`config.mk`:
```
export PLATFORM = sky130hd
export DESIGN_NAME = mxrv_id_pipe
export DESIGN_NICKNAME = d
export VERILOG_FILES = /design/src/rtl/mxrv_id_pipe_pkg.sv /design/src/rtl/mxrv_id_pipe_decode.sv /design/src/rtl/mxrv_id_pipe.sv
export SDC_FILE = /design/constraint.sdc
export NUM_CORES = 1
export LEC_CHECK = 0
export ABC_AREA = 1
export CORE_MARGIN = 4
export CORE_UTILIZATION = 58
export CTS_CLUSTER_SIZE = 12
export DETAILED_ROUTE_END_ITERATION = 6
export MAX_ROUTING_LAYER = met4
export PLACE_DENSITY = 0.95
export SLEW_MARGIN = 20
export SYNTH_ARGS = -nofsm -noshare
export SYNTH_HDL_FRONTEND = slang
export SYNTH_SLANG_ARGS = --single-unit
```
`constraint.sdc`:
```
create_clock -name clk -period 3 [get_ports clk]
set_input_delay 0.3 -clock clk [delete_from_list [all_inputs] [get_ports clk]]
set_output_delay 0.3 -clock clk [all_outputs]
set_load 0.005 [all_outputs]
```
`src/rtl/mxrv_id_pipe_pkg.sv`:
```
// mxrv_id_pipe_pkg: shared opcode constants, immediate type encoding and decoded-field record
package mxrv_id_pipe_pkg;

    localparam logic [6:0] OPC_LUI    = 7'b0110111;
    localparam logic [6:0] OPC_AUIPC  = 7'b0010111;
    localparam logic [6:0] OPC_JAL    = 7'b1101111;
    localparam logic [6:0] OPC_JALR   = 7'b1100111;
    localparam logic [6:0] OPC_BRANCH = 7'b1100011;
    localparam logic [6:0] OPC_LOAD   = 7'b0000011;
    localparam logic [6:0] OPC_STORE  = 7'b0100011;
    localparam logic [6:0] OPC_OP_IMM = 7'b0010011;
    localparam logic [6:0] OPC_OP     = 7'b0110011;
    localparam logic [6:0] OPC_FENCE  = 7'b0001111;
    localparam logic [6:0] OPC_SYSTEM = 7'b1110011;

    typedef enum logic [2:0] {
        IMM_NONE = 3'd0,
        IMM_I    = 3'd1,
        IMM_S    = 3'd2,
        IMM_B    = 3'd3,
        IMM_U    = 3'd4,
        IMM_J    = 3'd5
    } imm_type_e;

    // Everything decoded from the word except the XLEN-wide immediate
    typedef struct packed {
        logic [6:0] opcode;
        logic [4:0] rd;
        logic [4:0] rs1;
        logic [4:0] rs2;
        logic [2:0] funct3;
        logic [6:0] funct7;
        imm_type_e  imm_type;
        logic       illegal;
    } dec_fields_t;

endpackage

```
`src/rtl/mxrv_id_pipe_decode.sv`:
```
// mxrv_id_pipe_decode: pure combinational RV32I(+M) field, immediate and legality decode
module mxrv_id_pipe_decode
    import mxrv_id_pipe_pkg::*;
#(
    parameter int XLEN      = 32,
    parameter bit SUPPORT_M = 1'b1
) (
    input  logic [31:0]     inst_i,
    output dec_fields_t     dec_o,
    output logic [XLEN-1:0] imm_o
);

    logic [6:0] opc;
    logic [6:0] f7;
    logic [2:0] f3;

    assign opc = inst_i[6:0];
    assign f7  = inst_i[31:25];
    assign f3  = inst_i[14:12];

    // Select fields by format; unknown opcodes keep every field zero and flag illegal
    always_comb begin
        dec_o         = '0;
        imm_o         = '0;
        dec_o.opcode  = opc;
        dec_o.illegal = inst_i[1:0] != 2'b11;
        case (opc)
            OPC_LUI, OPC_AUIPC: begin
                dec_o.rd       = inst_i[11:7];
                dec_o.imm_type = IMM_U;
                imm_o          = XLEN'($signed({inst_i[31:12], 12'b0}));
            end
            OPC_JAL: begin
                dec_o.rd       = inst_i[11:7];
                dec_o.imm_type = IMM_J;
                imm_o          = XLEN'($signed({inst_i[31], inst_i[19:12], inst_i[20], inst_i[30:21], 1'b0}));
            end
            OPC_JALR, OPC_LOAD, OPC_OP_IMM, OPC_SYSTEM, OPC_FENCE: begin
                dec_o.rd       = inst_i[11:7];
                dec_o.rs1      = inst_i[19:15];
                dec_o.funct3   = f3;
                dec_o.imm_type = IMM_I;
                imm_o          = XLEN'($signed(inst_i[31:20]));
                dec_o.illegal  = dec_o.illegal | (opc == OPC_JALR && f3 != 3'd0)
                               | (opc == OPC_LOAD && (f3 == 3'd3 || f3 >= 3'd6));
                if (opc == OPC_OP_IMM && (f3 == 3'd1 || f3 == 3'd5)) begin
                    dec_o.funct7  = f7;
                    imm_o         = XLEN'(inst_i[24:20]);
                    dec_o.illegal = dec_o.illegal | (f3 == 3'd1 ? f7 != 7'h00 : (f7 != 7'h00 && f7 != 7'h20));
                end
            end
            OPC_BRANCH: begin
                dec_o.rs1      = inst_i[19:15];
                dec_o.rs2      = inst_i[24:20];
                dec_o.funct3   = f3;
                dec_o.imm_type = IMM_B;
                imm_o          = XLEN'($signed({inst_i[31], inst_i[7], inst_i[30:25], inst_i[11:8], 1'b0}));
                dec_o.illegal  = dec_o.illegal | f3 == 3'd2 | f3 == 3'd3;
            end
            OPC_STORE: begin
                dec_o.rs1      = inst_i[19:15];
                dec_o.rs2      = inst_i[24:20];
                dec_o.funct3   = f3;
                dec_o.imm_type = IMM_S;
                imm_o          = XLEN'($signed({inst_i[31:25], inst_i[11:7]}));
                dec_o.illegal  = dec_o.illegal | f3 > 3'd2;
            end
            OPC_OP: begin
                dec_o.rd      = inst_i[11:7];
                dec_o.rs1     = inst_i[19:15];
                dec_o.rs2     = inst_i[24:20];
                dec_o.funct3  = f3;
                dec_o.funct7  = f7;
                dec_o.illegal = dec_o.illegal
                              | (f7 == 7'h20 && f3 != 3'd0 && f3 != 3'd5)
                              | (f7 == 7'h01 && !SUPPORT_M)
                              | (f7 != 7'h00 && f7 != 7'h20 && f7 != 7'h01);
            end
            default: dec_o.illegal = 1'b1;
        endcase
    end

endmodule

```
`src/rtl/mxrv_id_pipe.sv`:
```
// mxrv_id_pipe: registered decode stage with a 2-entry output buffer and flush
module mxrv_id_pipe
    import mxrv_id_pipe_pkg::*;
#(
    parameter int XLEN      = 32,
    parameter bit SUPPORT_M = 1'b1
) (
    input  logic            clk,
    input  logic            rst_n,
    input  logic            flush_i,
    input  logic            inst_valid_i,
    output logic            inst_ready_o,
    input  logic [31:0]     inst_data_i,
    input  logic [XLEN-1:0] inst_pc_i,
    output logic            dec_valid_o,
    input  logic            dec_ready_i,
    output logic [XLEN-1:0] pc_o,
    output logic [6:0]      opcode_o,
    output logic [4:0]      rd_o,
    output logic [4:0]      rs1_o,
    output logic [4:0]      rs2_o,
    output logic [2:0]      funct3_o,
    output logic [6:0]      funct7_o,
    output logic [2:0]      imm_type_o,
    output logic [XLEN-1:0] imm_o,
    output logic            illegal_o
);

    dec_fields_t     dec;
    dec_fields_t     fld_q [2];
    dec_fields_t     fld_d [2];
    logic [XLEN-1:0] dec_imm;
    logic [XLEN-1:0] imm_q [2];
    logic [XLEN-1:0] imm_d [2];
    logic [XLEN-1:0] pc_q  [2];
    logic [XLEN-1:0] pc_d  [2];
    logic [1:0]      count_q, count_d;
    logic            push, pop;

    mxrv_id_pipe_decode #(.XLEN(XLEN), .SUPPORT_M(SUPPORT_M)) u_decode (
        .inst_i (inst_data_i),
        .dec_o  (dec),
        .imm_o  (dec_imm)
    );

    // Ready depends only on the registered count, never on dec_ready_i
    assign inst_ready_o = count_q < 2'd2;
    assign dec_valid_o  = count_q != 2'd0;
    assign push         = inst_valid_i & inst_ready_o & ~flush_i;
    assign pop          = dec_valid_o & dec_ready_i;

    // Occupancy: flush wins over any push or pop
    always_comb count_d = flush_i ? 2'd0 : count_q + {1'b0, push} - {1'b0, pop};

    // Slot 0 is always the head; slot 1 shifts down on a pop from full
    always_comb begin
        fld_d = fld_q;
        imm_d = imm_q;
        pc_d  = pc_q;
        if (pop && count_q == 2'd2) begin
            fld_d[0] = fld_q[1];
            imm_d[0] = imm_q[1];
            pc_d[0]  = pc_q[1];
        end else if (push && (pop || count_q == 2'd0)) begin
            fld_d[0] = dec;
            imm_d[0] = dec_imm;
            pc_d[0]  = inst_pc_i;
        end else if (push) begin
            fld_d[1] = dec;
            imm_d[1] = dec_imm;
            pc_d[1]  = inst_pc_i;
        end
    end

    // Buffer state and payload registers, cleared by asynchronous reset
    always_ff @(posedge clk or negedge rst_n) begin
        if (!rst_n) begin
            count_q <= '0;
            fld_q   <= '{default: '0};
            imm_q   <= '{default: '0};
            pc_q    <= '{default: '0};
        end else begin
            count_q <= count_d;
            fld_q   <= fld_d;
            imm_q   <= imm_d;
            pc_q    <= pc_d;
        end
    end

    assign pc_o       = pc_q[0];
    assign imm_o      = imm_q[0];
    assign opcode_o   = fld_q[0].opcode;
    assign rd_o       = fld_q[0].rd;
    assign rs1_o      = fld_q[0].rs1;
    assign rs2_o      = fld_q[0].rs2;
    assign funct3_o   = fld_q[0].funct3;
    assign funct7_o   = fld_q[0].funct7;
    assign imm_type_o = fld_q[0].imm_type;
    assign illegal_o  = fld_q[0].illegal;

endmodule

```
# --- Word-level counts from Yosys, hierarchy flattened ---
# Cells that the tools add are included.
word_totals:
  ff_bits: 202
  word_cells: 104
op_classes:
  muxes: 19
  reduce_logical: 24
  addsub: 2
  order_cmp: 3
  n_eq_ne: 21
  bitwise: 14
ops:
  columns: ["op", "count"]
  rows:
  - ["32-bit two-way mux", 5]
  - ["32-bit case mux with 5 select lines", 1]
  - ["36-bit two-way mux", 2]
  - ["7-bit by 6-bit equality test with 1-bit output (second input constant)", 4]
  - ["7-bit equality test (second input constant)", 4]
  - ["5-bit two-way mux", 3]
  - ["3-bit case mux with 5 select lines", 1]
  - ["7-bit by 5-bit equality test with 1-bit output (second input constant)", 2]
  - ["7-bit case mux with 2 select lines", 1]
  - ["1-bit logical AND", 9]
  - ["9-bit OR reduction", 1]
  - ["1-bit bitwise OR", 8]
  - ["8-bit OR reduction", 1]
  - ["7-bit by 2-bit equality test with 1-bit output (second input constant)", 1]
  - ["7-bit by 4-bit equality test with 1-bit output (second input constant)", 1]
  - ["7-bit two-way mux", 1]
  - ["7-bit by 1-bit != test with 1-bit output (second input constant)", 1]
  - ["7-bit by 6-bit != test with 1-bit output (second input constant)", 1]
  - ["7-bit nonzero test", 1]
  - ["3-bit by 2-bit equality test with 1-bit output (second input constant)", 2]
  - ["3-bit OR reduction", 2]
  - ["1-bit case mux with 5 select lines", 1]
  - ["5-bit OR reduction", 1]
  - ["2-bit nonzero test", 2]
  - ["other kinds (20)", 27]

# --- Logic depth before layout (Yosys ltp) ---
# Gate-level depths: netlist (run 1).
depth:
  word_depth: 9
  ltp_mapped: 13
  mapped_depth_nobuf: 12

# --- Cells and area by module ---
# From an unflattened synthesis (run 1), not the netlist that was laid out.
unflattened:
  hier_cells: 1557
  area_unflattened_um2: 11348.4
by_module_without_submodules:
  columns: ["mod", "cells_each", "seq_area_each_um2", "area_per_inst_um2", "n_inst"]
  rows:
  - ["mxrv_id_pipe", 1338, 5054.8, 10288.6, 1]
  - ["mxrv_id_pipe_decode", 219, 0.0, 1059.8, 1]

# --- Worst setup path after synthesis (run 1) ---
# No wires, ideal clock.
synth_path:
  kind: "reg-to-reg"
  startpoint: "register count_q[1]"
  endpoint: "register fld_q, in the netlist rd_o[4]"
  synth_period_minus_slack_ns: 1.587
  arrival_ns: 1.464
  path_stages_with_launch: 10
  slack_ns: 1.413
  required_ns: 2.878
  cell_sequence: "dfrtp_1 > inv_2 > nor3_4 > inv_2 > nand2_2 > inv_2 > buf_2 > buf_2 > a21oi_1 > a21oi_1"
synth_between:
  elab_chain_len: 5
  elab_cells_between_ends: 12
  classes_between: "order compare: 1; eq/ne: 1; mux: 1; bitwise: 3; reduce/logical: 6"
synth_rtl:
  columns: ["element", "line_no", "text"]
  rows:
  - ["from (decl)", "mxrv_id_pipe.sv:37", "logic [1:0] count_q, count_d;"]
  - ["from (signal assigned)", "mxrv_id_pipe.sv:83", "count_q <= count_d;"]
  - ["2-bit < comparator", "mxrv_id_pipe.sv:47", "assign inst_ready_o = count_q < 2'd2;"]
  - ["via inst_ready_o", "mxrv_id_pipe.sv:12", "output logic inst_ready_o,"]
  - ["1-bit AND (2 in series)", "mxrv_id_pipe.sv:49", "assign push = inst_valid_i & inst_ready_o & ~flush_i;"]
  - ["1-bit logical AND", "mxrv_id_pipe.sv:64", "end else if (push && (pop || count_q == 2'd0)) begin"]
  - ["2-bit nonzero test (no source line)", null, null]
  - ["to (signal assigned)", "mxrv_id_pipe.sv:84", "fld_q <= fld_d;"]
  - ["to (decl)", "mxrv_id_pipe.sv:30", "dec_fields_t fld_q [2];"]
# The timed path passes the listed nets, and every way through them passes these cells.
# A chain may end at the register's enable or synchronous reset.

# --- Final worst setup path (run 1) ---
layout_path:
  startpoint: "input port inst_data_i[5]"
  endpoint: "register fld_q, in the netlist rd_o[3]"
layout_between:
  elab_chain_len: 5
  elab_cells_between_ends: 13
  classes_between: "eq/ne: 9; mux: 3; reduce/logical: 1"
layout_rtl:
  columns: ["element", "line_no", "text"]
  rows:
  - ["from (decl)", "mxrv_id_pipe.sv:13", "input logic [31:0] inst_data_i,"]
  - ["7-bit by 6-bit equality test with 1-bit output (tied with other cells)", "mxrv_id_pipe_decode.sv:27", "case (opc)"]
  - ["9-bit OR reduction (no source line) (*)", null, null]
  - ["5-bit two-way mux (*)", "mxrv_id_pipe_decode.sv:27", null]
  - ["36-bit two-way mux (*)", "mxrv_id_pipe.sv:64", null]
  - ["36-bit two-way mux (*)", "mxrv_id_pipe.sv:60", "if (pop && count_q == 2'd2) begin"]
# Mark *: on every way between the ends. The rest lies on a longest branch, timed or not. The select of a mux whose other input is x is not followed.

==> out/results.tsv, run 1 <==
stage	metric	value	unit
status	status	complete, no violations	
global_routing	grt_pass1_wl	43600	um
clock_network	post_cts_resized	0	
timing	slew_headroom	43.6	%
route	viasPerCell	5.65	
synth	synth_edf_count	0	
power_and_ir_drop	peakVddDrop	0.494	mV
floorplanning	core_area	16800	um2
critical_path	timing.rr.start	count_q[1]	
synth	syn_inst	1290	
synth	ys_ff_latch	202	
synth	synth_area	10000	um2
route	drt_iter0_drc	988	
route	ant_nets	0	
floorplanning	die_y	140	um
place	place_congestion	0.931	
synth	yosys.area.top_type_share	50.3	%
floorplanning	dieArea	19500	um2
place	place_hpwl	17200	um
timing	tns	0	ns
critical_path	reg2reg_slack	1.09	ns
final_layout	area_growth	18.5	%
global_routing	top_usage_layer	met2	
timing	max_freq	0.477	GHz
final_layout	fin_nets	1398	
synth	yosys_warnings	0	
timing	skew	0.0152	ns
route	dr_total_vias	8813	
timing	fin_crit	2.10	ns
synth	avgSynthCellArea	7.79	um2
clock_network	cts.sinks	202	
final_layout	drive_above_1_share	5.07	%
synth	synth_top_cell_by_area	dfrtp_1	
critical_path	cp-endpoint	rd_o[3]	
global_routing	grt_max_degree	110	
critical_path	required	3.41	ns
synth	synth_area_leaders	dfrtp_1 (50%), nand2_1 (16%), buf_4 (7.4%)	
global_routing	grt_pass1_vias	8437	
critical_path	r2r_cells	5	
run	drv_cap	0	
critical_path	path_class	input port to flop	
floorplanning	io_pins	171	
clock_network	tritoncts	yes	
place	portBuffers	170	
synth	synth_commonest_cells	nand2_1 (433), dfrtp_1 (202), nor2_1 (196), buf_4 (99), nand3_1 (67)	
clock_network	clkTransAtPathRegs	0.06	ns
power_and_ir_drop	power.leakage	0.00576	uW
route	wirelength	26400	um
global_routing	met3_usage	4.05	%
synth	synth_seq_area_share	50.3	%
clock_network	clk_latency	0.50	ns
critical_path	end_kind	flop	
synth	yosysMostFrequentCell	nand2_1	
floorplanning	initial_core_util	59.9	%
global_routing	use_met2	43.1	%
route	drc	0	
global_routing	grtUsageMet1	37.8	%
global_routing	antenna_found_initial	0	
clock_network	cts_made_buffers	22	
clock_network	post-cts-setup-buffers	0	
floorplanning	core.rowCount	47	
power_and_ir_drop	power_density	899	nW/um2
timing	drv_slew	0	
synth	syn_nets	1361	
route	firstDrtPassIters	6	
final_layout	stdcell_area	11900	um2
timing	fin_crit_sh	69.9	%
hold_path	hold_class	input port to asynchronous set/reset pin	
critical_path	start_kind	input port	
critical_path	r2r-end	rs1_o[1]	
synth	ys.flop_type	dfrtp_1	
place	placed_cell_area	11200	um2
critical_path	path_max_fanout	11	
synth	synth_cell_types	26	
global_routing	grt_usage	27.6	%
timing	tightestPinTransition	0.847	ns
floorplanning	dieWidth	140	um
critical_path	startpoint	inst_data_i[5]	
final_layout	n_antenna_cell	0	
final_layout	fillCellCount	1241	
synth	synthArstFlopShare	100	%
critical_path	critPathArrivalTime	2.51	ns
route	wl_per_cell	16.9	um
timing	setup_viol	0	
global_routing	grt_overflow	0	
clock_network	h-tree-depth	1	
clock_network	clk_path_buf_depth	3	
timing	rsz0062_at_grt	no	
timing	hold_viol	0	
clock_network	root_buffer	clkbuf_16	
-- critical path, cell delays in order --
cell	delay [ns]
clkdlybuf4s50_1	0.62
nand2_2	0.15
nor2_4	0.15
nand2_1	0.14
nand2_1	0.31
inv_1	0.13
nand3_1	0.39
nand3_1	0.13
a21oi_1	0.17
-- layout make-up --
class,instances,area [um2],area share (%)
clock buffers,35,671,5.64
flip-flops and latches,202,5050,42.5
clock inverters,2,37.5,0.316
repair buffers,184,1900,16.0
well taps,220,275,2.31
multi-input cells,875,3800,31.9
inverters,42,160,1.35
-- timing repair --
action | in CTS | in global routing
hold buffers | 1 | 0
endpoints found under the hold margin | 69 | 0
endpoints found under the setup margin | 0 | 0
-- power by group --
group | total [uW] | switching [uW] | leakage (uW) | internal [uW]
Sequential | 4490 | 654 | 0.00252 | 3840
Combinational | 3560 | 1700 | 0.00290 | 1860
Clock | 2650 | 1040 | 0.000342 | 1610
-- flip-flops by register name (all words and copies together) (netlist names), 2 cells and up --
signal / count
imm_type_o: 3
opcode_o: 7
imm_q: 32
rs2_o: 5
funct7_o: 7
funct3_o: 3
pc_q: 32
fld_q: 36
rd_o: 5
imm_o: 32
pc_o: 32
count_q: 2
rs1_o: 5
-- per-stage QoR --
| stage | hold WS [ns] | utilization (%) | total power, uW | setup WS, ns | std cells |
|---|---|---|---|---|---|
| after CTS | 0.377 | 71.0 | 10700 | 0.981 | 1560 |
| after global routing | 0.372 | 71.0 | 11400 | 0.746 | 1560 |
| final | 0.377 | 71.0 | 10700 | 0.904 | 1560 |
| after global placement | 0.349 | 66.7 | 7870 | 0.563 | 1522 |
| after floorplan | 0.00441 | - | 6850 | 1.41 | 1290 |
| after detailed placement | 0.348 | 66.7 | 8050 | 0.470 | 1522 |
-- metal layers --
layer	vias up	part of all wire [%]	wire length [um]
li1	4106	-	-
met1	4187	41	10800
met4	0	3.3	883
met5	-	0	0
met3	82	7.5	1970
met2	438	48	12800
-- logic make-up after synthesis --
| logic type | count (synthesis) | share of synthesized area (%) |
|---|---|---|
| xor gates and xnor gates | 2 | 0.174 |
| adders and majority gates | 2 | 0.249 |
| AOI/OAI and AO/OA | 149 | 8.60 |
| buffers and inverters | 213 | 12.0 |
| and+or+nand+nor | 722 | 28.7 |
| DFF | 202 | 50.3 |
-- layout by cell type (no fill, tap or decap), types with 15 or more instances in the layout --
cell type / count
nand2_1: 433
dfrtp_1: 202
nor2_1: 195
clkdlybuf4s50_1: 169
nand3_1: 67
a21oi_1: 63
a31oi_1: 56
inv_1: 28
clkbuf_16: 23
o21ai_1: 15
-- worst min-delay path by stage --
| stage | start | to | slack (ns) |
|---|---|---|---|
| 2_1_floorplan | rst_n | count_q[0] | 0.004 |
| 3_3_place_gp | rst_n | pc_q[0] | 0.35 |
| 3_5_place_dp | rst_n | pc_q[2] | 0.35 |
| 4_1_cts | inst_pc_i[17] | pc_q[17] | 0.38 |
| 5_1_grt | inst_pc_i[17] | pc_q[17] | 0.37 |
| 6_report | rst_n | pc_o[0] | 0.38 |
Note: power is estimated with default switching activity, not from simulation.
==> inputs of run 2 (changes only) <==
Settings changed: CORE_UTILIZATION 58 to 54, PLACE_DENSITY 0.95 to 0.93.
Clock period 3 ns to 2 ns, I/O delays scaled along.
==> run 2 against run 1 <==
  * Register-to-register slack worse by 0.84 ns
  * Worst hold slack worse by 0.14 ns
  * Highest routed layer unchanged
  * Via count is 2.0% higher
  * Clock power grew 47%
  * Total power rose by 51%
  * Critical path depth down 6
==> out/results.tsv, run 2 (synthesis results as in run 1) <==
stage	metric	value	unit
timing	skew	0.00570	ns
route	firstDrtPassIters	7	
place	place_congestion	0.959	
floorplanning	die_y	144	um
route	drt_iter0_drc	886	
route	ant_nets	0	
route	drc	0	
floorplanning	core_area	18100	um2
power_and_ir_drop	power_density	1310	nW/um2
route	viasPerCell	5.56	
floorplanning	initial_core_util	55.3	%
route	wl_per_cell	16.7	um
power_and_ir_drop	clock_power_share	24.1	%
place	place_hpwl	18500	um
critical_path	reg2reg_slack	0.25	ns
clock_network	root_buffer	clkbuf_16	
power_and_ir_drop	p_total	16100	uW
critical_path	r2r_cells	7	
critical_path	start_kind	flop	
route	dr_total_vias	8992	
global_routing	grt_max_degree	79	
critical_path	slowest_delay	0.52	ns
critical_path	end_kind	primary output	
critical_path	crit_chain	inv_1, nand2_1, clkdlybuf4s50_1	
clock_network	clkTransAtPathRegs	0.06	ns
timing	setup_slack	0.213	ns
clock_network	clk_path_buf_depth	3	
power_and_ir_drop	p_switching	5180	uW
clock_network	h-tree-depth	1	
global_routing	grt_overflow	0	
power_and_ir_drop	pwr-share-seq	41.9	%
final_layout	n_antenna_cell	0	
critical_path	startpoint	count_q[0]	
timing	hold_viol	0	
timing	drv_slew	0	
global_routing	grt_pass1_wl	44300	um
global_routing	grt_pass1_vias	8842	
place	pre_cts_slack	-0.0920	ns
floorplanning	io_pins	171	
power_and_ir_drop	p_int	11000	uW
final_layout	largest_reg_flops	36	
final_layout	fillCellCount	1381	
timing	fin_crit	1.79	ns
clock_network	cts_made_buffers	22	
clock_network	cts.sinks	202	
floorplanning	dieWidth	144	um
timing	fin_crit_sh	89.3	%
timing	tightestPinTransition	0.538	ns
final_layout	register_area	5050	um2
critical_path	r2r-end	imm_q[30]	
final_layout	fin_nets	1449	
timing	slew_headroom	64.1	%
global_routing	grt_usage	27.0	%
global_routing	antenna_found_initial	0	
clock_network	post_cts_resized	0	
final_layout	mostFrequentLayoutCell	nand2_1	
clock_network	clk_latency	0.50	ns
route	wirelength	27100	um
final_layout	regMostFlops	fld_q	
power_and_ir_drop	p_sw_share	32.1	%
power_and_ir_drop	power_frac_comb	34.0	%
timing	max_freq	0.560	GHz
hold_path	hold_class	input port to asynchronous set/reset pin	
critical_path	required	1.80	ns
critical_path	critPathArrivalTime	1.59	ns
run	drv_cap	0	
final_layout	multi_input_area	3800	um2
status	status	complete, no violations	
critical_path	timing.rr.start	count_q[1]	
timing	setup_viol	0	
critical_path	cp-endpoint	dec_valid_o	
floorplanning	dieArea	20800	um2
power_and_ir_drop	power.leakage	0.00603	uW
timing	rsz0062_at_grt	no	
place	portBuffers	170	
critical_path	path_max_fanout	3	
power_and_ir_drop	peakVddDrop	0.753	mV
clock_network	tritoncts	yes	
critical_path	path_class	flop to primary output	
clock_network	post-cts-setup-buffers	0	
final_layout	drive_above_1_share	8.57	%
critical_path	slowest_stage	clkdlybuf4s50_1	
final_layout	final_cell_mix	nand2_1 (433), dfrtp_1 (202), nor2_1 (195), clkdlybuf4s50_1 (169), nand3_1 (67)	
final_layout	area_growth	23.1	%
floorplanning	core.rowCount	49	
-- run 2: changes by cell type in the layout (fill, tap and decap cells not counted), sizes merged --
cell / delta
buf: +51
clkbuf: -4
clkinv: +2
-- run 2: final cells by class --
type                    count  area share (%)
clock inverters             4           0.384
flip-flops and latches    202            40.9
inverters                  42            1.30
repair buffers            235            19.3
clock buffers              31            5.14
multi-input cells         875            30.7
well taps                 229            2.32
-- run 2: power by group through the flow --
| stage | Sequential [uW] | Combinational [uW] | Clock (uW) |
|---|---|---|---|
| after global routing | 6930 | 6080 | 4140 |
| after CTS | 6740 | 5520 | 3930 |
| final | 6760 | 5490 | 3900 |
| after global placement | 6700 | 5270 | 0 |
| after floorplan | 6460 | 3800 | 0 |
| after detailed placement | 6770 | 5460 | 0 |
-- run 2: stage by stage --
| stage | util [%] | hold WS, ns | setup TNS, ns | area, um2 | cells |
|---|---|---|---|---|---|
| after global placement | 64.3 | 0.218 | -0.0211 | 11700 | 1582 |
| after detailed placement | 64.3 | 0.226 | -0.327 | 11700 | 1582 |
| after global routing | 68.1 | 0.271 | 0 | 12400 | 1618 |
| after CTS | 68.1 | 0.257 | 0 | 12400 | 1618 |
| after floorplan | - | -0.0956 | 0 | 10000 | 1290 |
| final | 68.1 | 0.241 | 0 | 12400 | 1618 |
-- run 2: timing repair --
| action | in CTS | in global routing |
|---|---|---|
| endpoints found under the hold margin | 59 | 0 |
| hold buffers | 1 | 0 |
| endpoints found under the setup margin | 0 | 0 |
-- run 2: layer usage --
layer | wire length (um) | vias up | part of all wire, % | track usage, %
met5 | 0 | - | 0 | -
met4 | 990 | 0 | 3.7 | 9.62
met3 | 2120 | 91 | 7.8 | 3.97
met2 | 13100 | 455 | 48 | 42.9
met1 | 10900 | 4232 | 40 | 35.7
li1 | - | 4214 | - | -
-- run 2: worst max-delay path: cells and delay by family (launching register included) --
family / cells / cell delay [ns]
buf+inv: 2 / 0.59
flops: 1 / 0.41
simple gates: 1 / 0.08
-- run 2: worst min path at each step --
stage,startpoint,end,slack [ns],cells past startpoint
after global routing,inst_pc_i[8],pc_q[8],0.27,3
after CTS,rst_n,fld_q[34],0.26,2
after floorplan,rst_n,count_q[0],-0.1,0
after global placement,rst_n,pc_o[31],0.22,1
final,rst_n,pc_q[1],0.24,2
after detailed placement,rst_n,pc_o[31],0.23,1
